### config.mk
export PLATFORM = sky130hd
export DESIGN_NAME = ll_op_arbiter
export DESIGN_NICKNAME = d
export VERILOG_FILES = /design/src/rtl/ll_pkg.sv /design/src/rtl/ll_op_arbiter_rr.sv /design/src/rtl/ll_op_arbiter.sv
export SDC_FILE = /design/constraint.sdc
export NUM_CORES = 1
export LEC_CHECK = 0
export BUFFER_PORTS_ARGS = -buffer_cell sky130_fd_sc_hd__clkbuf_2
export CAP_MARGIN = 20
export CORE_MARGIN = 5
export CORE_UTILIZATION = 48
export DETAILED_ROUTE_END_ITERATION = 6
export PLACE_DENSITY = 0.8
export SYNTH_ARGS = -nofsm -noshare
export SYNTH_HDL_FRONTEND = slang
export SYNTH_HIERARCHICAL = 1
export SYNTH_SLANG_ARGS = --single-unit
export TNS_END_PERCENT = 20
### constraint.sdc
create_clock -name clk -period 4 [get_ports clk]
set_input_delay 0.6 -clock clk [delete_from_list [all_inputs] [get_ports clk]]
set_output_delay 0.6 -clock clk [all_outputs]
set_load 0.02 [all_outputs]
### src/rtl/ll_pkg.sv
// ll_pkg: types and constants shared by the linked-list operation arbiter.
//   - LL_OP_* : operation encoding understood by the singly linked list
//   - arb_state_t : arbiter FSM states
//   - ll_addr_width() : address width needed to index MAX_NODE entries plus null
package ll_pkg;

  localparam logic [1:0] LL_OP_READ       = 2'd0;
  localparam logic [1:0] LL_OP_DELETE     = 2'd1;
  localparam logic [1:0] LL_OP_PUSH_BACK  = 2'd2;
  localparam logic [1:0] LL_OP_PUSH_FRONT = 2'd3;

  typedef enum logic [1:0] {
    ST_IDLE  = 2'd0,
    ST_ISSUE = 2'd1,
    ST_WAIT  = 2'd2,
    ST_RESP  = 2'd3
  } arb_state_t;

  function automatic int ll_addr_width(input int max_node);
    return $clog2(max_node + 1);
  endfunction

endpackage

### src/rtl/ll_op_arbiter_rr.sv
// rr_arbiter: combinational round-robin pick.
//   req        : request vector
//   rr_ptr     : index where the search starts (owned by the parent)
//   winner     : one-hot winner, all zero when req is empty
//   winner_idx : binary index of the winner (0 when req is empty)
module rr_arbiter #(
  parameter  int NUM_REQ = 4,
  localparam int IDX_W   = $clog2(NUM_REQ)
) (
  input  logic [NUM_REQ-1:0] req,
  input  logic [IDX_W-1:0]   rr_ptr,
  output logic [NUM_REQ-1:0] winner,
  output logic [IDX_W-1:0]   winner_idx
);

  logic [IDX_W:0]   sum;
  logic [IDX_W-1:0] cand;
  logic             hit;

  // Walk the requesters starting at rr_ptr and wrapping at NUM_REQ; the
  // first set bit wins.
  always_comb begin
    winner     = '0;
    winner_idx = '0;
    sum        = '0;
    cand       = '0;
    hit        = 1'b0;
    for (int i = 0; i < NUM_REQ; i++) begin
      sum = {1'b0, rr_ptr} + (IDX_W+1)'(i);
      if (sum >= (IDX_W+1)'(NUM_REQ)) sum = sum - (IDX_W+1)'(NUM_REQ);
      cand = sum[IDX_W-1:0];
      if (!hit && req[cand]) begin
        hit          = 1'b1;
        winner[cand] = 1'b1;
        winner_idx   = cand;
      end
    end
  end

endmodule

### src/rtl/ll_op_arbiter.sv
// ll_op_arbiter: shares one singly linked list between NUM_REQ requesters.
// Round-robin pick in IDLE, one op_start pulse in ISSUE, wait for op_done in
// WAIT, one-cycle rsp_valid to the owner in RESP. Push-on-full and
// delete-on-empty are rejected in IDLE and never reach the list.
//
// Handshake: a requester raises req[i] with stable operands and holds it until
// it sees rsp_valid[i]; it may drop req early, the operation still completes
// and rsp_valid[i] is still pulsed. grant is the current owner from the pick
// through the RESP cycle.
//
// Ports: clk, rst (async, active low); req/req_op/req_data/req_addr (packed
// per requester); grant, rsp_valid, rsp_data, rsp_fault, busy; ll_op,
// ll_op_start, ll_data_in, ll_addr_in to the list; ll_data_out, ll_op_done,
// ll_fault, ll_full, ll_empty from the list. All outputs are registered.
//
// Optional build macro LL_ARB_TIMEOUT_EN: WAIT watchdog that answers with a
// fault after TIMEOUT_CYCLES WAIT cycles without op_done.
module ll_op_arbiter
  import ll_pkg::*;
#(
  parameter  int NUM_REQ        = 4,
  parameter  int DATA_WIDTH     = 8,
  parameter  int MAX_NODE       = 8,
  parameter  int TIMEOUT_CYCLES = 64,
  localparam int ADDR_WIDTH     = ll_addr_width(MAX_NODE),
  localparam int IDX_W          = $clog2(NUM_REQ)
) (
  input  logic                             clk,
  input  logic                             rst,
  input  logic [NUM_REQ-1:0]               req,
  input  logic [2*NUM_REQ-1:0]             req_op,
  input  logic [DATA_WIDTH*NUM_REQ-1:0]    req_data,
  input  logic [ADDR_WIDTH*NUM_REQ-1:0]    req_addr,
  output logic [NUM_REQ-1:0]               grant,
  output logic [NUM_REQ-1:0]               rsp_valid,
  output logic [DATA_WIDTH-1:0]            rsp_data,
  output logic                             rsp_fault,
  output logic                             busy,
  output logic [1:0]                       ll_op,
  output logic                             ll_op_start,
  output logic [DATA_WIDTH-1:0]            ll_data_in,
  output logic [ADDR_WIDTH-1:0]            ll_addr_in,
  input  logic [DATA_WIDTH-1:0]            ll_data_out,
  input  logic                             ll_op_done,
  input  logic                             ll_fault,
  input  logic                             ll_full,
  input  logic                             ll_empty
);

  logic [1:0]            op_arr   [NUM_REQ];
  logic [DATA_WIDTH-1:0] data_arr [NUM_REQ];
  logic [ADDR_WIDTH-1:0] addr_arr [NUM_REQ];

  for (genvar g = 0; g < NUM_REQ; g++) begin : g_unpack
    assign op_arr[g]   = req_op[2*g +: 2];
    assign data_arr[g] = req_data[DATA_WIDTH*g +: DATA_WIDTH];
    assign addr_arr[g] = req_addr[ADDR_WIDTH*g +: ADDR_WIDTH];
  end

  arb_state_t            state_q, state_d;
  logic [IDX_W-1:0]      rr_ptr_q, rr_ptr_d;
  logic [IDX_W-1:0]      win_idx_q, win_idx_d;
  logic [NUM_REQ-1:0]    grant_q, grant_d;
  logic [NUM_REQ-1:0]    rsp_valid_q, rsp_valid_d;
  logic [DATA_WIDTH-1:0] rsp_data_q, rsp_data_d;
  logic                  rsp_fault_q, rsp_fault_d;
  logic                  busy_q, busy_d;
  logic [1:0]            ll_op_q, ll_op_d;
  logic                  ll_start_q, ll_start_d;
  logic [DATA_WIDTH-1:0] ll_data_q, ll_data_d;
  logic [ADDR_WIDTH-1:0] ll_addr_q, ll_addr_d;

  logic [NUM_REQ-1:0]    arb_winner;
  logic [IDX_W-1:0]      arb_idx;
  logic [1:0]            sel_op;
  logic                  reject;
  logic                  timeout;

  rr_arbiter #(.NUM_REQ(NUM_REQ)) u_rr (
    .req        (req),
    .rr_ptr     (rr_ptr_q),
    .winner     (arb_winner),
    .winner_idx (arb_idx)
  );

  // Operations that would certainly fault in the list are answered here.
  assign sel_op = op_arr[arb_idx];
  assign reject = ((sel_op == LL_OP_PUSH_BACK || sel_op == LL_OP_PUSH_FRONT) && ll_full)
               || (sel_op == LL_OP_DELETE && ll_empty);

`ifdef LL_ARB_TIMEOUT_EN
  localparam int CNT_W = $clog2(TIMEOUT_CYCLES + 1);
  logic [CNT_W-1:0] wait_cnt_q;

  // Counts WAIT cycles; cleared while in ISSUE so it starts at 0 in WAIT.
  always_ff @(posedge clk or negedge rst) begin
    if (!rst)                    wait_cnt_q <= '0;
    else if (state_q == ST_ISSUE) wait_cnt_q <= '0;
    else if (state_q == ST_WAIT)  wait_cnt_q <= wait_cnt_q + 1'b1;
  end

  assign timeout = (wait_cnt_q + 1'b1) == CNT_W'(TIMEOUT_CYCLES);
`else
  logic unused_timeout;
  assign unused_timeout = (TIMEOUT_CYCLES != 0);
  assign timeout        = 1'b0;
`endif

  always_comb begin
    state_d     = state_q;
    rr_ptr_d    = rr_ptr_q;
    win_idx_d   = win_idx_q;
    grant_d     = grant_q;
    rsp_valid_d = '0;
    rsp_data_d  = rsp_data_q;
    rsp_fault_d = rsp_fault_q;
    ll_op_d     = ll_op_q;
    ll_start_d  = 1'b0;
    ll_data_d   = ll_data_q;
    ll_addr_d   = ll_addr_q;
    unique case (state_q)
      ST_IDLE: begin
        if (|req) begin
          win_idx_d = arb_idx;
          grant_d   = arb_winner;
          ll_op_d   = op_arr[arb_idx];
          ll_data_d = data_arr[arb_idx];
          ll_addr_d = addr_arr[arb_idx];
          if (reject) begin
            state_d     = ST_RESP;
            rsp_valid_d = arb_winner;
            rsp_data_d  = '0;
            rsp_fault_d = 1'b1;
          end else begin
            state_d    = ST_ISSUE;
            ll_start_d = 1'b1;
          end
        end
      end
      // op_done seen here belongs to nothing we issued and is ignored.
      ST_ISSUE: state_d = ST_WAIT;
      ST_WAIT: begin
        if (ll_op_done) begin
          state_d     = ST_RESP;
          rsp_valid_d = grant_q;
          rsp_data_d  = ll_data_out;
          rsp_fault_d = ll_fault;
        end else if (timeout) begin
          state_d     = ST_RESP;
          rsp_valid_d = grant_q;
          rsp_data_d  = '0;
          rsp_fault_d = 1'b1;
        end
      end
      ST_RESP: begin
        state_d  = ST_IDLE;
        grant_d  = '0;
        rr_ptr_d = (win_idx_q == IDX_W'(NUM_REQ - 1)) ? '0 : win_idx_q + 1'b1;
      end
      default: state_d = ST_IDLE;
    endcase
    busy_d = (state_d != ST_IDLE);
  end

  always_ff @(posedge clk or negedge rst) begin
    if (!rst) begin
      state_q     <= ST_IDLE;
      rr_ptr_q    <= '0;
      win_idx_q   <= '0;
      grant_q     <= '0;
      rsp_valid_q <= '0;
      rsp_data_q  <= '0;
      rsp_fault_q <= 1'b0;
      busy_q      <= 1'b0;
      ll_op_q     <= '0;
      ll_start_q  <= 1'b0;
      ll_data_q   <= '0;
      ll_addr_q   <= '0;
    end else begin
      state_q     <= state_d;
      rr_ptr_q    <= rr_ptr_d;
      win_idx_q   <= win_idx_d;
      grant_q     <= grant_d;
      rsp_valid_q <= rsp_valid_d;
      rsp_data_q  <= rsp_data_d;
      rsp_fault_q <= rsp_fault_d;
      busy_q      <= busy_d;
      ll_op_q     <= ll_op_d;
      ll_start_q  <= ll_start_d;
      ll_data_q   <= ll_data_d;
      ll_addr_q   <= ll_addr_d;
    end
  end

  assign grant       = grant_q;
  assign rsp_valid   = rsp_valid_q;
  assign rsp_data    = rsp_data_q;
  assign rsp_fault   = rsp_fault_q;
  assign busy        = busy_q;
  assign ll_op       = ll_op_q;
  assign ll_op_start = ll_start_q;
  assign ll_data_in  = ll_data_q;
  assign ll_addr_in  = ll_addr_q;

endmodule
==> flow_summary.yaml <==
run_status:
  outcome: "finished, final reports clean"
floorplan:
  coreArea_mm2: 0.005075
  die_h_um: 82.22
  initial_core_util_pct: 49.33
  io_pins: 107
  rows: 26
  die_x_um: 82.22
  die-area_mm2: 0.006760
clock_network:
  clock-sinks: 39
  root_buffer: "clkbuf_8"
  cts_buffers: 5
  htreeDepth: 2
  clk_latency_ps: 280
  cts_hold_buffers: 0
  clockBufferDepth: 2
  cts_tree: "yes"
  path_clk_slew_ps: 70
sta:
  finalHoldViolCount: 0
  slew_headroom_pct: 60.91
  post-route-period-util_pct: 90.74
  timing.fmax_mhz: 275.5
  fin_crit_ps: 3630
  skew_ps: 3.958
  drv_slew: 0
  tightestPinTransition_ps: 586.4
  rsz0062_at_grt: "false"
  worst_hold_slack_ps: 116.4
  setup_viol: 0
setup_path:
  crit_required_ps: 4170
  crit_arrival_ps: 3800
  critPathTopFamily: "multiplexers"
  startpoint: "rr_ptr_q[0]$_DFFE_PN0P_"
  crit_path_start_kind: "register"
  cp_num_cells: 10
  max_stage_delay_ps: 580
  path_class: "register to register"
  cp_num_buf_inv: 2
  end_kind: "register"
  ff2ff_path_depth: 10
  timing.rr.start: "rr_ptr_q[0]$_DFFE_PN0P_"
  crit_chain: "inv_1 > ha_1 > mux4_2 > inv_1 > nand2_1 > a31oi_4 > mux4_2 > nor3b_2 > o311a_1 > mux2_4"
  slowest_stage: "o311a_1"
  path_max_fanout: 15
cells_and_area:
  antennaDiodeCount: 0
  fin_cells: 389
  layout-drive-gt1-share_pct: 52.04
  n_fill_cell: 424
  syn_to_final_growth_pct: 27.59
  fin_nets: 402
  multiInputGateArea_mm2: 0.001391
  register_area_um2: 975.9
global_route:
  global_route.overflow_total: 0
  grt_pass1_wl_mm: 9.246
  grt_util_all_layers_pct: 17.82
  grt_pass1_vias: 2090
  grt_max_degree: 40
  antenna_found_initial: 0
detailed_routing:
  drt_pre_antenna_iters: 4
  ant_nets: 0
  vias: 2068
  wl_per_cell_um: 14.79
  drt-initial-drc-count: 108
  drc: 0
  drt_wl_total_mm: 5.754
  vias_per_cell: 5.316
yosys:
  synth_cells: 215
  avgSynthCellArea_um2: 11.64
  synth-seq-area-share_pct: 38.98
  synth_cell_type_count: 42
  yosysWarningCount: 6
  synth_top_area_share_pct: 38.98
  synth_area_leaders: "dfrtp_1 39%, mux4_2 13%, mux2_2 8.5%"
  yosysTopAreaCell: "dfrtp_1"
  synthesis.nets: 298
  synthArstFlopShare_pct: 100.0
  synth_edf_count: 0
  syn_area_mm2: 0.002504
  ys.flop_type: "dfrtp_1"
  synth_seq_cells: 39
power_and_ir_drop:
  powerDensity_mw_per_mm2: 833.8
  fin_total_pwr_mw: 2.663
  leakage_nw: 1.555
  irDropWorstVdd_v: 0.0004685
place:
  dp.cells: 381
  place.gp.congestion: 0.8154
  port_buffers: 106
  hpwl_mm: 4.541
worst_hold_path:
  hp-class: "primary input to asynchronous set/reset pin"
run:
  cap_viol_max_count: 0
==> timing repair <==
item,in CTS,in global routing
setup endpoints to repair,0,5
resized for setup,0,1
buffers inserted,0,0
==> flip-flops by register name, summed over array words and instances (netlist names) <==
register	cells
rr_ptr_q	2
rsp_valid	4
rsp_fault	1
ll_addr_in	4
busy	1
ll_data_in	8
state_q	2
ll_op_start	1
rsp_data	8
ll_op	2
grant	4
win_idx_q	2
==> Yosys cell counts, types with 2 or more instances <==
cell type,count
mux2_2,19
a221o_2,4
clkbuf_2,3
dfrtp_1,39
nor3_1,3
nand2b_1,4
nor3b_1,2
and3b_1,2
a32o_1,5
a21oi_1,3
a22oi_1,4
mux2i_1,10
inv_1,15
a31oi_1,2
buf_6,3
ha_1,9
clkbuf_1,4
buf_2,4
nand2_1,23
o21ai_0,13
nor2_1,8
mux4_2,15
mux4_1,2
==> cell usage in the layout (no fill, tap or decap), types with 2 or more instances in the layout <==
cell      netlist  routed
clkbuf_8        0       6
clkbuf_2        3     106
dfrtp_1        39      39
mux4_2         15      15
mux2_2         19      19
inv_1          15      15
nand2b_1        4       4
mux4_1          2       2
o21ai_0        13      13
nand2_1        23      23
a21oi_1         3       3
mux2i_1        10      10
buf_4           1       6
nor3b_1         2       2
a221o_2         4       4
a22oi_1         4       4
nor2_1          8       8
a32o_1          5       5
and3b_1         2       2
nor3_1          3       3
ha_1            9       9
==> per-stage QoR <==
step                TNS (ps)  area (um^2)  setup slack [ps]  utilization (%)
finish                     0         3194             370.3            62.94
global route               0         3194             167.2            62.94
CTS                        0         3166             60.07            62.38
detailed placement    -37.92         3078            -37.92            60.65
global placement           0         3078             28.31            60.65
floorplan                  0         2504             460.1                -
==> layout make-up <==
type	instances	area share, %
Timing Repair Buffer	113	18.64
Clock buffer	6	2.585
Clock inverter	1	0.1567
Tap cell	70	2.742
Inverter	15	1.763
Sequential cell	39	30.55
Multi-Input combinational cell	145	43.56
==> kinds of logic after synthesis <==
logic type | after synthesis | share of synthesized area (%)
AND/OR/NAND/NOR | 49 | 10.04
flip-flops | 39 | 38.98
AO/OA/AOI/OAI | 40 | 11.69
adder cells (fa/ha/maj) | 9 | 4.498
multiplexers | 47 | 28.74
buffers and inverters | 31 | 6.046
==> routing by layer <==
| metal | global-route usage (%) | share of wire (%) | vias up |
|---|---|---|---|
| li1 | - | - | 995 |
| met1 | 22.45 | 41 | 978 |
| met2 | 29.97 | 49 | 91 |
| met3 | 5.206 | 8.4 | 4 |
| met4 | 4.485 | 0.78 | 0 |
| met5 | 0 | 0 | - |
==> report_power, final <==
group / internal, mW / switching (mW)
combinational: 0.835 / 0.902
sequential: 0.569 / 0.0971
clock: 0.135 / 0.126
total: 1.54 / 1.12
==> final timing paths <==
| path | endpoint | slack, ps |
|---|---|---|
| min reg2reg | ll_data_in[2]$_DFFE_PN0P_ | 510 |
| max | rsp_fault$_DFFE_PN0P_ | 370 |
| max in group asynchronous | rr_ptr_q[0]$_DFFE_PN0P_ | 3500 |
| max reg2reg | rsp_fault$_DFFE_PN0P_ | 370 |
| min in group clk | ll_data_in[2]$_DFFE_PN0P_ | 510 |
| min | rsp_valid[2]$_DFF_PN0_ | 120 |
==> worst register-to-register path, stage by stage, from the launching register on <==
cell,delay [ps]
dfrtp_1,340
inv_1,70
ha_1,400
mux4_2,400
inv_1,100
nand2_1,80
a31oi_4,490
mux4_2,440
nor3b_2,260
o311a_1,580
mux2_4,350
Note: power is estimated with default switching activity, not from simulation.
